## config.mk

```make
export PLATFORM = sky130hd
export DESIGN_NAME = memory_arbiter
export DESIGN_NICKNAME = d
export VERILOG_FILES = /design/src/rtl/memory_arbiter.sv
export SDC_FILE = /design/constraint.sdc
export NUM_CORES = 1
export LEC_CHECK = 0
export ABC_AREA = 1
export CAP_MARGIN = 15
export CELL_PAD_IN_SITES_DETAIL_PLACEMENT = 1
export CELL_PAD_IN_SITES_GLOBAL_PLACEMENT = 1
export CORE_MARGIN = 2
export CORE_UTILIZATION = 33
export DETAILED_ROUTE_END_ITERATION = 8
export MAX_ROUTING_LAYER = met4
export PLACE_DENSITY_LB_ADDON = 0.1
export REMOVE_ABC_BUFFERS = 1
export SLEW_MARGIN = 40
export SYNTH_ARGS = -nofsm -noshare
export SYNTH_HDL_FRONTEND = slang
export SYNTH_SLANG_ARGS = --single-unit
```

## constraint.sdc

```tcl
create_clock -name clock -period 5.8 [get_ports clock]
set_input_delay 0.58 -clock clock [delete_from_list [all_inputs] [get_ports clock]]
set_output_delay 0.58 -clock clock [all_outputs]
set_load 0.05 [all_outputs]
```

## src/rtl/memory_arbiter.sv

```systemverilog
// memory_arbiter
// Shares one memory bus between an instruction-fetch port and a data
// read/write port. A one-entry fetch buffer answers repeated fetches of the
// same word without a bus access. A wait counter aborts a transaction that
// never sees bus_ready and raises a sticky bus_error.
//
// Ports
//   clock, reset                system clock, asynchronous active-low reset
//   if_read_*                   fetch request / result / stall
//   mem_read_*, mem_write_*     data read and write requests / result / stall
//   bus_request .. bus_write_data   registered bus transaction outputs
//   bus_ready, bus_read_data    bus completion and read data
//   bus_error                   sticky timeout flag
//
// state | meaning
// ------+-----------------------------------------------------------
// IDLE  | no bus transaction; arbitrate pending data / fetch requests
// FETCH | instruction fetch on the bus, waiting for bus_ready
// DATA  | data read or write on the bus, waiting for bus_ready
module memory_arbiter #(
   parameter int TIMEOUT_CYCLES = 255
) (
   input  logic        clock,
   input  logic        reset,
   input  logic        if_read_enable,
   input  logic [31:0] if_read_address,
   output logic [31:0] if_read_data,
   output logic        if_stall_request,
   input  logic        mem_read_enable,
   input  logic [31:0] mem_read_address,
   output logic [31:0] mem_read_data,
   input  logic        mem_write_enable,
   input  logic [31:0] mem_write_address,
   input  logic [3:0]  mem_write_select,
   input  logic [31:0] mem_write_data,
   output logic        mem_stall_request,
   output logic        bus_request,
   output logic        bus_write,
   output logic [31:0] bus_address,
   output logic [3:0]  bus_select,
   output logic [31:0] bus_write_data,
   input  logic        bus_ready,
   input  logic [31:0] bus_read_data,
   output logic        bus_error
);

   localparam int CNT_W = (TIMEOUT_CYCLES > 0) ? $clog2(TIMEOUT_CYCLES + 1) : 1;
   localparam logic [CNT_W-1:0] CNT_MAX = CNT_W'(TIMEOUT_CYCLES);
   localparam logic [CNT_W-1:0] CNT_ONE = CNT_W'(1);

   typedef enum logic [1:0] {
      IDLE  = 2'd0,
      FETCH = 2'd1,
      DATA  = 2'd2
   } state_t;

   state_t            state, state_nxt;
   logic [CNT_W-1:0]  wait_cnt;
   logic              prio_fetch;
   logic              buf_valid;
   logic [29:0]       buf_addr;
   logic [31:0]       buf_data;

   logic              fetch_hit;
   logic              fetch_pending;
   logic              data_pending;
   logic              timeout;
   logic              xfer_done;
   logic              fetch_done;
   logic              data_done;
   logic [31:0]       rdata;
   logic              grant_fetch;
   logic              grant_data;

   assign fetch_hit     = buf_valid & if_read_enable & (if_read_address[31:2] == buf_addr);
   assign fetch_pending = if_read_enable & ~fetch_hit;
   assign data_pending  = mem_read_enable | mem_write_enable;
   assign timeout       = (wait_cnt == CNT_MAX);
   // bus_ready wins over a coincident timeout, so the transfer ends normally.
   assign xfer_done     = (state != IDLE) & (bus_ready | timeout);
   assign fetch_done    = (state == FETCH) & xfer_done;
   assign data_done     = (state == DATA) & xfer_done;
   assign rdata         = bus_ready ? bus_read_data : 32'h0;

   always_comb begin
      state_nxt   = state;
      grant_fetch = 1'b0;
      grant_data  = 1'b0;
      case (state)
         IDLE: begin
            if (data_pending && (!fetch_pending || !prio_fetch)) begin
               state_nxt  = DATA;
               grant_data = 1'b1;
            end else if (fetch_pending) begin
               state_nxt   = FETCH;
               grant_fetch = 1'b1;
            end
         end
         FETCH, DATA: begin
            if (xfer_done) state_nxt = IDLE;
         end
         default: state_nxt = IDLE;
      endcase
   end

   assign if_read_data      = fetch_done ? rdata : (fetch_hit ? buf_data : 32'h0);
   assign if_stall_request  = if_read_enable & ~fetch_hit & ~fetch_done;
   assign mem_read_data     = (data_done & ~bus_write) ? rdata : 32'h0;
   assign mem_stall_request = data_pending & ~data_done;

   always_ff @(posedge clock or negedge reset) begin
      if (!reset) state <= IDLE;
      else        state <= state_nxt;
   end

   always_ff @(posedge clock or negedge reset) begin
      if (!reset) begin
         bus_request    <= 1'b0;
         bus_write      <= 1'b0;
         bus_address    <= 32'h0;
         bus_select     <= 4'h0;
         bus_write_data <= 32'h0;
         bus_error      <= 1'b0;
         wait_cnt       <= '0;
         prio_fetch     <= 1'b0;
         buf_valid      <= 1'b0;
         buf_addr       <= 30'h0;
         buf_data       <= 32'h0;
      end else begin
         if (grant_fetch) begin
            bus_request    <= 1'b1;
            bus_write      <= 1'b0;
            bus_address    <= if_read_address;
            bus_select     <= 4'hF;
            bus_write_data <= 32'h0;
            wait_cnt       <= '0;
         end else if (grant_data) begin
            // a write beats a simultaneous read
            bus_request    <= 1'b1;
            bus_write      <= mem_write_enable;
            bus_address    <= mem_write_enable ? mem_write_address : mem_read_address;
            bus_select     <= mem_write_enable ? mem_write_select : 4'hF;
            bus_write_data <= mem_write_enable ? mem_write_data : 32'h0;
            wait_cnt       <= '0;
         end else if (xfer_done) begin
            bus_request <= 1'b0;
            bus_write   <= 1'b0;
         end else if (state != IDLE) begin
            wait_cnt <= wait_cnt + CNT_ONE;
         end

         if (xfer_done && !bus_ready) bus_error <= 1'b1;

         if (fetch_done)     prio_fetch <= 1'b0;
         else if (data_done) prio_fetch <= 1'b1;

         // A completed fetch refills the buffer even if the requester has
         // moved on; an aborted fetch or an overlapping write kills it.
         if (fetch_done) begin
            if (bus_ready) begin
               buf_valid <= 1'b1;
               buf_addr  <= bus_address[31:2];
               buf_data  <= bus_read_data;
            end else begin
               buf_valid <= 1'b0;
            end
         end else if (data_done && bus_write && (bus_address[31:2] == buf_addr)) begin
            buf_valid <= 1'b0;
         end
      end
   end

endmodule

```

==> impl_metrics.yaml, run 1 <==
outcome:
  status: "completed"
logic_synthesis:
  synth.most_common_cell: "nand2_1"
  syn_avg_cell_area_sq_um: 7.03
  ys.flop_type: "dfrtp_1"
  yosys.area.top_type_share: 0.460
  synth_edf_count: 0
  synth_area_leaders: "dfrtp_1 46%, nand2_1 24%, inv_1 6.9%"
  synthArstFlopShare: 1.00
  seq_area_frac_synth: 0.460
  synth_top_cell_by_area: "dfrtp_1"
  ys_ff_latch: 145
  yosysUniqueCellTypes: 30
  yosys-top-cells-count: "512 x nand2_1, 145 x dfrtp_1, 144 x inv_1"
  synth_area_sq_um: 7890
  netlist_instances: 1123
  synth_warnings: 0
route:
  drc: 0
  routed.top_layer: "met4"
  wl_met2_mm: 13.1
  wl_met1_mm: 12.4
  dr.pass1.iters: 4
  drt_iter0_markers: 297
  routed_wl_mm: 27.5
  ant_nets: 0
  num_vias: 8134
  avgRoutedWirePerCell_um: 15.8
  wl_met3_mm: 1.68
  routed_via_density: 4.66
flow_run:
  drv_cap: 0
cts:
  cts_hold_buf: 0
  htreeDepth: 4
  cts_buffers: 17
  path_clk_slew_ns: 0.07
  insertion_delay_ns: 0.42
  cts_buffer_depth: 2
  cts_setup_buffers: 0
  cts_tree: "yes"
  cts_sinks: 145
  cts-resized-gates: 0
  cts_root_buffer: "clkbuf_16"
placed_design:
  io_buffers: 306
  gp_congestion: 0.770
  dp_hpwl_mm: 20.4
timing:
  max_slew_margin: 0.446
  max_slew.worst_pin.slew_ns: 0.829
  final.setup_skew_ns: 0.0122
  finalCriticalPeriod_ns: 4.87
  finalCritPeriodShare: 0.839
  fmaxAchievable_mhz: 206
  fin_tns_setup_ns: 0
  hold_viol: 0
  drv_slew: 0
  rsz0062_at_grt: "false"
  finalSetupViolCount: 0
power:
  powerDensity_nw_per_um2: 482
  ir_worst_vdd_mv: 0.243
  p_leak_uw: 0.00578
  total_power_uw: 5660
setup_path:
  worstPathRequired_ns: 5.22
  cp_slowest_cell: "clkdlybuf4s50_1"
  crit_path_end_kind: "primary output"
  startpoint_type: "flop"
  cp_slowest_stage_delay_ns: 0.87
  criticalPathCategory: "reg -> out"
  crit_path_max_fanout: 65
  path_cells: "ha_1 -> nand3_1 -> nor3_1 -> nor2_1 -> nor2_2 -> nand2_1 -> inv_2 -> nand2_2 -> buf_4 -> clkinv_2 -> nand2_1 -> o31ai_1 -> clkdlybuf4s50_1"
  worstPathArrival_ns: 4.29
  crit_top_cell: "nand2_1"
finish:
  nets: 1585
  area_growth_pct: 48.7
  drive_gt1_frac: 0.0407
  multi_input_area_sq_um: 3430
  register_area_sq_um: 3630
  fillers: 2962
  final_core_util: 0.500
die:
  die-height_um: 159
  coreArea_sq_um: 23500
  dieArea_sq_um: 25200
  start_util: 0.336
  std_cell_rows: 56
  die_x_um: 159
  io_pins: 307
grt:
  grt_pass1_vias: 8597
  grt_use_total: 0.232
  antenna_found_initial: 2
  grt_max_degree: 78
  grt_overflow: 0
  grt_pass1_wl_mm: 44.3
hold_path:
  holdCritPathClass: "in -> async"
[final timing paths]
path	startpoint	end	slack, ns	cells past startpoint
min in group clock	bus_write_data[31]$_DFFE_PN0P_	bus_write_data[31]$_DFFE_PN0P_	0.47	2
worst max register to register	wait_cnt[0]$_DFFE_PN0P_	buf_addr[8]$_DFFE_PN0P_	2.36	13
worst max-delay path	wait_cnt[0]$_DFFE_PN0P_	if_read_data[6]	0.93	13
worst min-delay path	reset	bus_address[13]$_DFFE_PN0P_	0.17	1
worst min register to register	bus_write_data[31]$_DFFE_PN0P_	bus_write_data[31]$_DFFE_PN0P_	0.47	2
max in group asynchronous	reset	wait_cnt[1]$_DFFE_PN0P_	4.50	2
[worst max-delay path: cells and delay by family (launching register included)]
kind | cells | cell delay, ns
compound gates | 1 | 0.11
flops | 1 | 0.38
simple gates | 7 | 0.91
fa+ha+maj | 1 | 0.22
buf+inv | 4 | 2.20
[layout make-up]
type,instances,share of cell area
multi-input combinational,778,0.292
tap,319,0.0340
timing repair buffer,316,0.268
clock inverter,11,0.00693
clock buffer,21,0.0401
sequential,145,0.309
antenna,2,0.000426
inverter,153,0.0490
[state kept, by name (all words and copies together) (netlist names), 2 cells and up]
signal and cells:
buf_data 32, wait_cnt 8, bus_write_data 32, buf_addr 30, state 2, bus_select 4
bus_address 32
[cell usage in the layout (no fill, tap or decap), types with 8 or more instances in the layout]
| cell | count |
|---|---|
| inv_2 | 8 |
| nand3_1 | 42 |
| xnor2_1 | 9 |
| xor2_1 | 16 |
| nand2_1 | 512 |
| clkbuf_16 | 17 |
| o21ai_1 | 9 |
| buf_4 | 9 |
| o21ai_0 | 55 |
| nor2_1 | 66 |
| clkdlybuf4s50_1 | 305 |
| o31ai_1 | 32 |
| dfrtp_1 | 145 |
| nor3_1 | 10 |
| inv_1 | 142 |
[cells by family (layout without fill, tap and decap cells)]
group	after synthesis	after routing	share of synthesized area
compound gates	109	109	0.0829
buf+inv	200	501	0.105
xor+xnor	25	25	0.0278
flops	145	145	0.460
other cells	0	2	0
simple gates	640	640	0.318
fa+ha+maj	4	4	0.00634
[metrics by stage]
| stage | hold slack (ns) | setup WS [ns] | std cells | area (sq um) |
|---|---|---|---|---|
| 4_1_cts | 0.218 | 0.887 | 1743 | 11700 |
| 3_3_place_gp | 0.453 | 1.17 | 1711 | 11200 |
| 6_report | 0.171 | 0.935 | 1745 | 11700 |
| 2_1_floorplan | 0.284 | 2.32 | 1076 | 7630 |
| 3_5_place_dp | 0.462 | 1.03 | 1711 | 11200 |
| 5_1_grt | 0.208 | 0.497 | 1745 | 11700 |
[where the power goes]
part	leakage (uW)	internal (uW)	total [uW]	switching, uW
combinational	0.00376	925	2800	1880
clock	0.000254	583	1040	455
sequential	0.00177	1470	1820	351
total	0.00578	2970	5660	2690
[per-layer routing]
layer	up-vias	track usage
li1	4010	-
met1	3893	0.289
met2	208	0.380
met3	23	0.0550
met4	0	0.0605
met5	-	-
Note: power is estimated with default switching activity, not from simulation.
==> run 2: changes to the inputs <==
Settings changed: CORE_UTILIZATION 33 to 31.
Clock period 5.8 ns to 4.8 ns, I/O delays scaled along.
==> impl_metrics.yaml, run 2 (synthesized netlist as in run 1, its figures left out) <==
finish:
  drive_gt1_frac: 0.0652
  final_common_cell: "nand2_1"
  nets: 1588
  top_regs: "buf_data: 32 flops, bus_address: 32 flops, bus_write_data: 32 flops"
  final_cell_mix: "512 x nand2_1, 273 x clkdlybuf4s50_1, 145 x dfrtp_1"
  area_growth_pct: 53.6
  layoutNonFillerInstCount: 1758
power:
  p_sw_frac: 0.472
  ir_worst_vdd_mv: 0.321
  power_switching_uw: 3280
  p_clk_frac: 0.190
  combPwrFrac: 0.494
  p_seq_frac: 0.316
  p_leak_uw: 0.00599
  intPower_uw: 3660
  powerDensity_nw_per_um2: 572
die:
  coreArea_sq_um: 25100
  dieArea_sq_um: 26700
  die_x_um: 164
  start_util: 0.314
  io_pins: 307
  std_cell_rows: 58
  die-height_um: 164
setup_path:
  critical_path.top_delay_family: "buffers and inverters"
  reg2reg_depth: 12
  path_buf_inv: 4
  crit_top_cell: "nand2_1"
  regToRegSetupSlack_ns: 1.65
  path_cells: "ha_1 -> nand3_1 -> nor3_1 -> nor2_1 -> nor2_2 -> nand2_1 -> inv_2 -> nand2_2 -> buf_4 -> clkinv_4 -> nand2_1 -> o31ai_1 -> buf_12"
  reg2reg_to: "buf_addr[2]$_DFFE_PN0P_"
  crit_path_max_fanout: 79
  worstPathArrival_ns: 3.54
  criticalPathCategory: "reg -> out"
  startpoint_type: "flop"
  worstPathRequired_ns: 4.32
  crit_path_end_kind: "primary output"
  r2r-start: "wait_cnt[0]$_DFFE_PN0P_"
  cp_slowest_stage_delay_ns: 0.54
  cp_slowest_cell: "inv_2"
grt:
  grt_pass1_wl_mm: 46.0
  grt_overflow: 0
  grt_pass1_vias: 8643
  grt_use_total: 0.227
  grt_max_degree: 80
  antenna_found_initial: 0
route:
  ant_nets: 0
  drc: 0
  drt_iter0_markers: 312
  num_vias: 8127
  routed_wl_mm: 28.6
  avgRoutedWirePerCell_um: 16.3
  routed_via_density: 4.62
  dr.pass1.iters: 5
timing:
  finalCriticalPeriod_ns: 4.02
  fmaxAchievable_mhz: 249
  rsz0062_at_grt: "false"
  drv_slew: 0
  max_slew.worst_pin.slew_ns: 0.759
  max_slew_margin: 0.491
  final.setup_skew_ns: 0.0174
  fin_tns_setup_ns: 0
  holdWs_ns: -0.0128
  finalSetupViolCount: 0
  finalCritPeriodShare: 0.837
  hold_viol: 3
cts:
  cts_setup_buffers: 0
  cts_hold_buf: 0
  cts_tree: "yes"
  path_clk_slew_ns: 0.07
  cts_root_buffer: "clkbuf_16"
  insertion_delay_ns: 0.43
  cts-resized-gates: 0
  cts_sinks: 145
  cts_buffers: 17
  cts_buffer_depth: 2
  htreeDepth: 4
outcome:
  status: "finished with violations"
  failed_checks: "hold timing"
placed_design:
  dp_cells: 1725
  dp_hpwl_mm: 21.2
  gp_congestion: 0.797
  io_buffers: 306
flow_run:
  drv_cap: 0
hold_path:
  holdCritPathClass: "in -> async"
## run 2: changes by cell type in the layout (fill, tap and decap cells not counted), moves of 2 or more
cell / delta
buf_12: +32
clkdlybuf4s50_1: -32
clkinvlp_4: -4
buf_4: +3
clkinv_4: +3
inv_6: +3
clkbuf_8: -2
## run 2: worst max-delay path by stage
stage	start	end	slack [ns]	cells past startpoint
final	wait_cnt[0]$_DFFE_PN0P_	if_read_data[14]	0.78	13
after global routing	wait_cnt[0]$_DFFE_PN0P_	if_read_data[14]	0.39	13
after CTS	wait_cnt[0]$_DFFE_PN0P_	if_read_data[13]	0.79	13
after detailed placement	if_read_enable	bus_write_data[13]$_DFFE_PN0P_	0.94	15
after global placement	bus_ready	if_read_data[22]	0.81	11
after floorplan	wait_cnt[0]$_DFFE_PN0P_	if_read_data[0]	1.42	11
## run 2: power groups by stage
stage                     sequential, uW  clock (uW)  combinational (uW)
after floorplan                     3070           0                1200
after global placement              2190           0                3420
after detailed placement            2210           0                3460
after CTS                           2200        1360                3480
after global routing                2280        1410                3750
final                               2190        1320                3420
## run 2: per-stage QoR
stage / hold slack [ns] / setup slack (ns) / instance area [sq um] / utilization / total power, uW
finish: -0.0128 / 0.781 / 12100 / 0.483 / 6940
global route: 0.00577 / 0.391 / 12100 / 0.483 / 7450
CTS: 0.00111 / 0.794 / 12100 / 0.482 / 7040
detailed placement: 0.458 / 0.938 / 11500 / 0.459 / 5670
global placement: 0.452 / 0.806 / 11500 / 0.459 / 5610
floorplan: 0.184 / 1.42 / 7630 / - / 4280
## run 2: final cells by class
| cell class | count | area (sq um) |
|---|---|---|
| diodes | 1 | 2.50 |
| clock buffers | 19 | 453 |
| clock inverters | 13 | 125 |
| fillers | 3117 | 13000 |
| inverters | 153 | 579 |
| multi-input cells | 778 | 3440 |
| flip-flops and latches | 145 | 3630 |
| well taps | 330 | 413 |
| repair buffers | 319 | 3490 |
## run 2: routing by layer
layer,vias to the layer above,global-route usage,part of all wire
met3,15,0.0579,0.062
li1,4011,-,-
met1,3884,0.288,0.45
met4,0,0.0463,0.0094
met2,217,0.369,0.48
met5,-,-,0
==> run 3: changes to the inputs <==
Clock period 4.8 ns to 4.1 ns, I/O delays scaled along.
==> impl_metrics.yaml, run 3 (synthesized netlist as in run 1, its figures left out) <==
cts:
  insertion_delay_ns: 0.42
  cts_buffers: 17
  cts_hold_buf: 0
  cts_setup_buffers: 0
  cts_root_buffer: "clkbuf_16"
  cts_tree: "yes"
  cts_buffer_depth: 2
  cts-resized-gates: 0
  path_clk_slew_ns: 0.06
  cts_sinks: 145
  htreeDepth: 4
timing:
  setup_ws_ns: 0.602
  finalCriticalPeriod_ns: 3.50
  finalCritPeriodShare: 0.853
  max_slew_margin: 0.497
  hold_viol: 0
  max_slew.worst_pin.slew_ns: 0.755
  rsz0062_at_grt: "false"
  finalSetupViolCount: 0
  fin_tns_setup_ns: 0
  final.setup_skew_ns: 0.0121
  fmaxAchievable_mhz: 286
  drv_slew: 0
route:
  drc: 0
  routed_via_density: 4.58
  dr.pass1.iters: 4
  routed_wl_mm: 27.9
  avgRoutedWirePerCell_um: 15.8
  drt_iter0_markers: 348
  ant_nets: 0
  num_vias: 8060
finish:
  n_antenna_cell: 0
  register_area_sq_um: 3630
  final_cell_mix: "512 x nand2_1, 273 x clkdlybuf4s50_1, 145 x dfrtp_1"
  top_regs: "buf_data: 32 flops, bus_address: 32 flops, bus_write_data: 32 flops"
  area_growth_pct: 54.6
  nets: 1589
  multi_input_area_sq_um: 3430
  drive_gt1_frac: 0.0651
  final_common_cell: "nand2_1"
  layoutNonFillerInstCount: 1758
  fillers: 3098
  finalInstanceArea_sq_um: 12200
grt:
  antenna_found_initial: 0
  grt_pass1_vias: 8276
  grt_max_degree: 74
  grt_pass1_wl_mm: 43.8
  grt_use_total: 0.216
  grt_overflow: 0
setup_path:
  reg2reg_depth: 12
  startpoint_type: "flop"
  worstPathRequired_ns: 3.69
  crit_path_end_kind: "primary output"
  worstPathArrival_ns: 3.09
  criticalPathCategory: "reg -> out"
  crit_path_max_fanout: 32
flow_run:
  drv_cap: 0
power:
  powerDensity_nw_per_um2: 679
  p_leak_uw: 0.00603
  ir_worst_vdd_mv: 0.362
placed_design:
  dp_hpwl_mm: 20.8
  dp_slack_ns: 0.959
  io_buffers: 306
  placed_cell_area_sq_um: 11500
  dp_cells: 1726
  gp_congestion: 0.781
die:
  io_pins: 307
  start_util: 0.314
  die-height_um: 164
  dieArea_sq_um: 26700
  die_x_um: 164
  std_cell_rows: 58
  coreArea_sq_um: 25100
outcome:
  status: "completed"
hold_path:
  holdCritPathClass: "in -> async"
## run 3: cell types whose count changed in the layout (fill, tap and decap cells not counted), sizes merged
cell	delta
bufinv	+3
buf	+1
clkinvlp	-2
clkinv	-1
diode	-1
## run 3: critical path, stage by stage (launching register included)
cell	delay (ns)
dfrtp_1	0.40
ha_1	0.22
nand3_1	0.13
nor3_1	0.21
nor2_1	0.12
nor2_2	0.13
nand2_1	0.11
nor2_1	0.11
nand2_1	0.06
buf_4	0.24
nor2_1	0.12
clkdlybuf4s50_1	0.83
## run 3: report_power, final
group | total, uW | internal, uW | switching (uW)
sequential | 2560 | 2070 | 491
combinational | 4000 | 1340 | 2660
clock | 1710 | 1050 | 662
total | 8280 | 4470 | 3810
## run 3: cell type report
cell class	count	area share
Clock buffer	19	0.0363
Clock inverter	13	0.0165
Inverter	153	0.0472
Multi-Input combinational cell	778	0.281
Sequential cell	145	0.298
Tap cell	330	0.0339
Timing Repair Buffer	320	0.287
## run 3: per-layer routing
| metal | vias up | track usage | routed length (um) |
|---|---|---|---|
| met1 | 3850 | 0.263 | 12400 |
| met2 | 196 | 0.363 | 13500 |
| met5 | - | - | 0 |
| met3 | 10 | 0.0561 | 1780 |
| li1 | 4004 | - | - |
| met4 | 0 | 0.0423 | 185 |
## run 3: final timing paths
check	startpoint	end	slack, ns
setup / recovery	wait_cnt[0]$_DFFE_PN0P_	mem_read_data[26]	0.60
hold / removal	reset	bus_address[27]$_DFFE_PN0P_	0.01
setup reg to reg	wait_cnt[0]$_DFFE_PN0P_	buf_addr[27]$_DFFE_PN0P_	1.31
hold reg to reg	bus_write_data[7]$_DFFE_PN0P_	bus_write_data[7]$_DFFE_PN0P_	0.47
max in group asynchronous	reset	buf_data[24]$_DFFE_PN0P_	3.04
min in group clock	bus_write_data[7]$_DFFE_PN0P_	bus_write_data[7]$_DFFE_PN0P_	0.47
## run 3: metrics by stage
step | util | total power, uW | hold slack [ns]
5_1_grt | 0.486 | 8850 | 0.0577
2_1_floorplan | - | 5010 | 0.114
3_5_place_dp | 0.460 | 6630 | 0.462
6_report | 0.486 | 8280 | 0.0118
3_3_place_gp | 0.460 | 6540 | 0.453
4_1_cts | 0.486 | 8410 | 0.0365
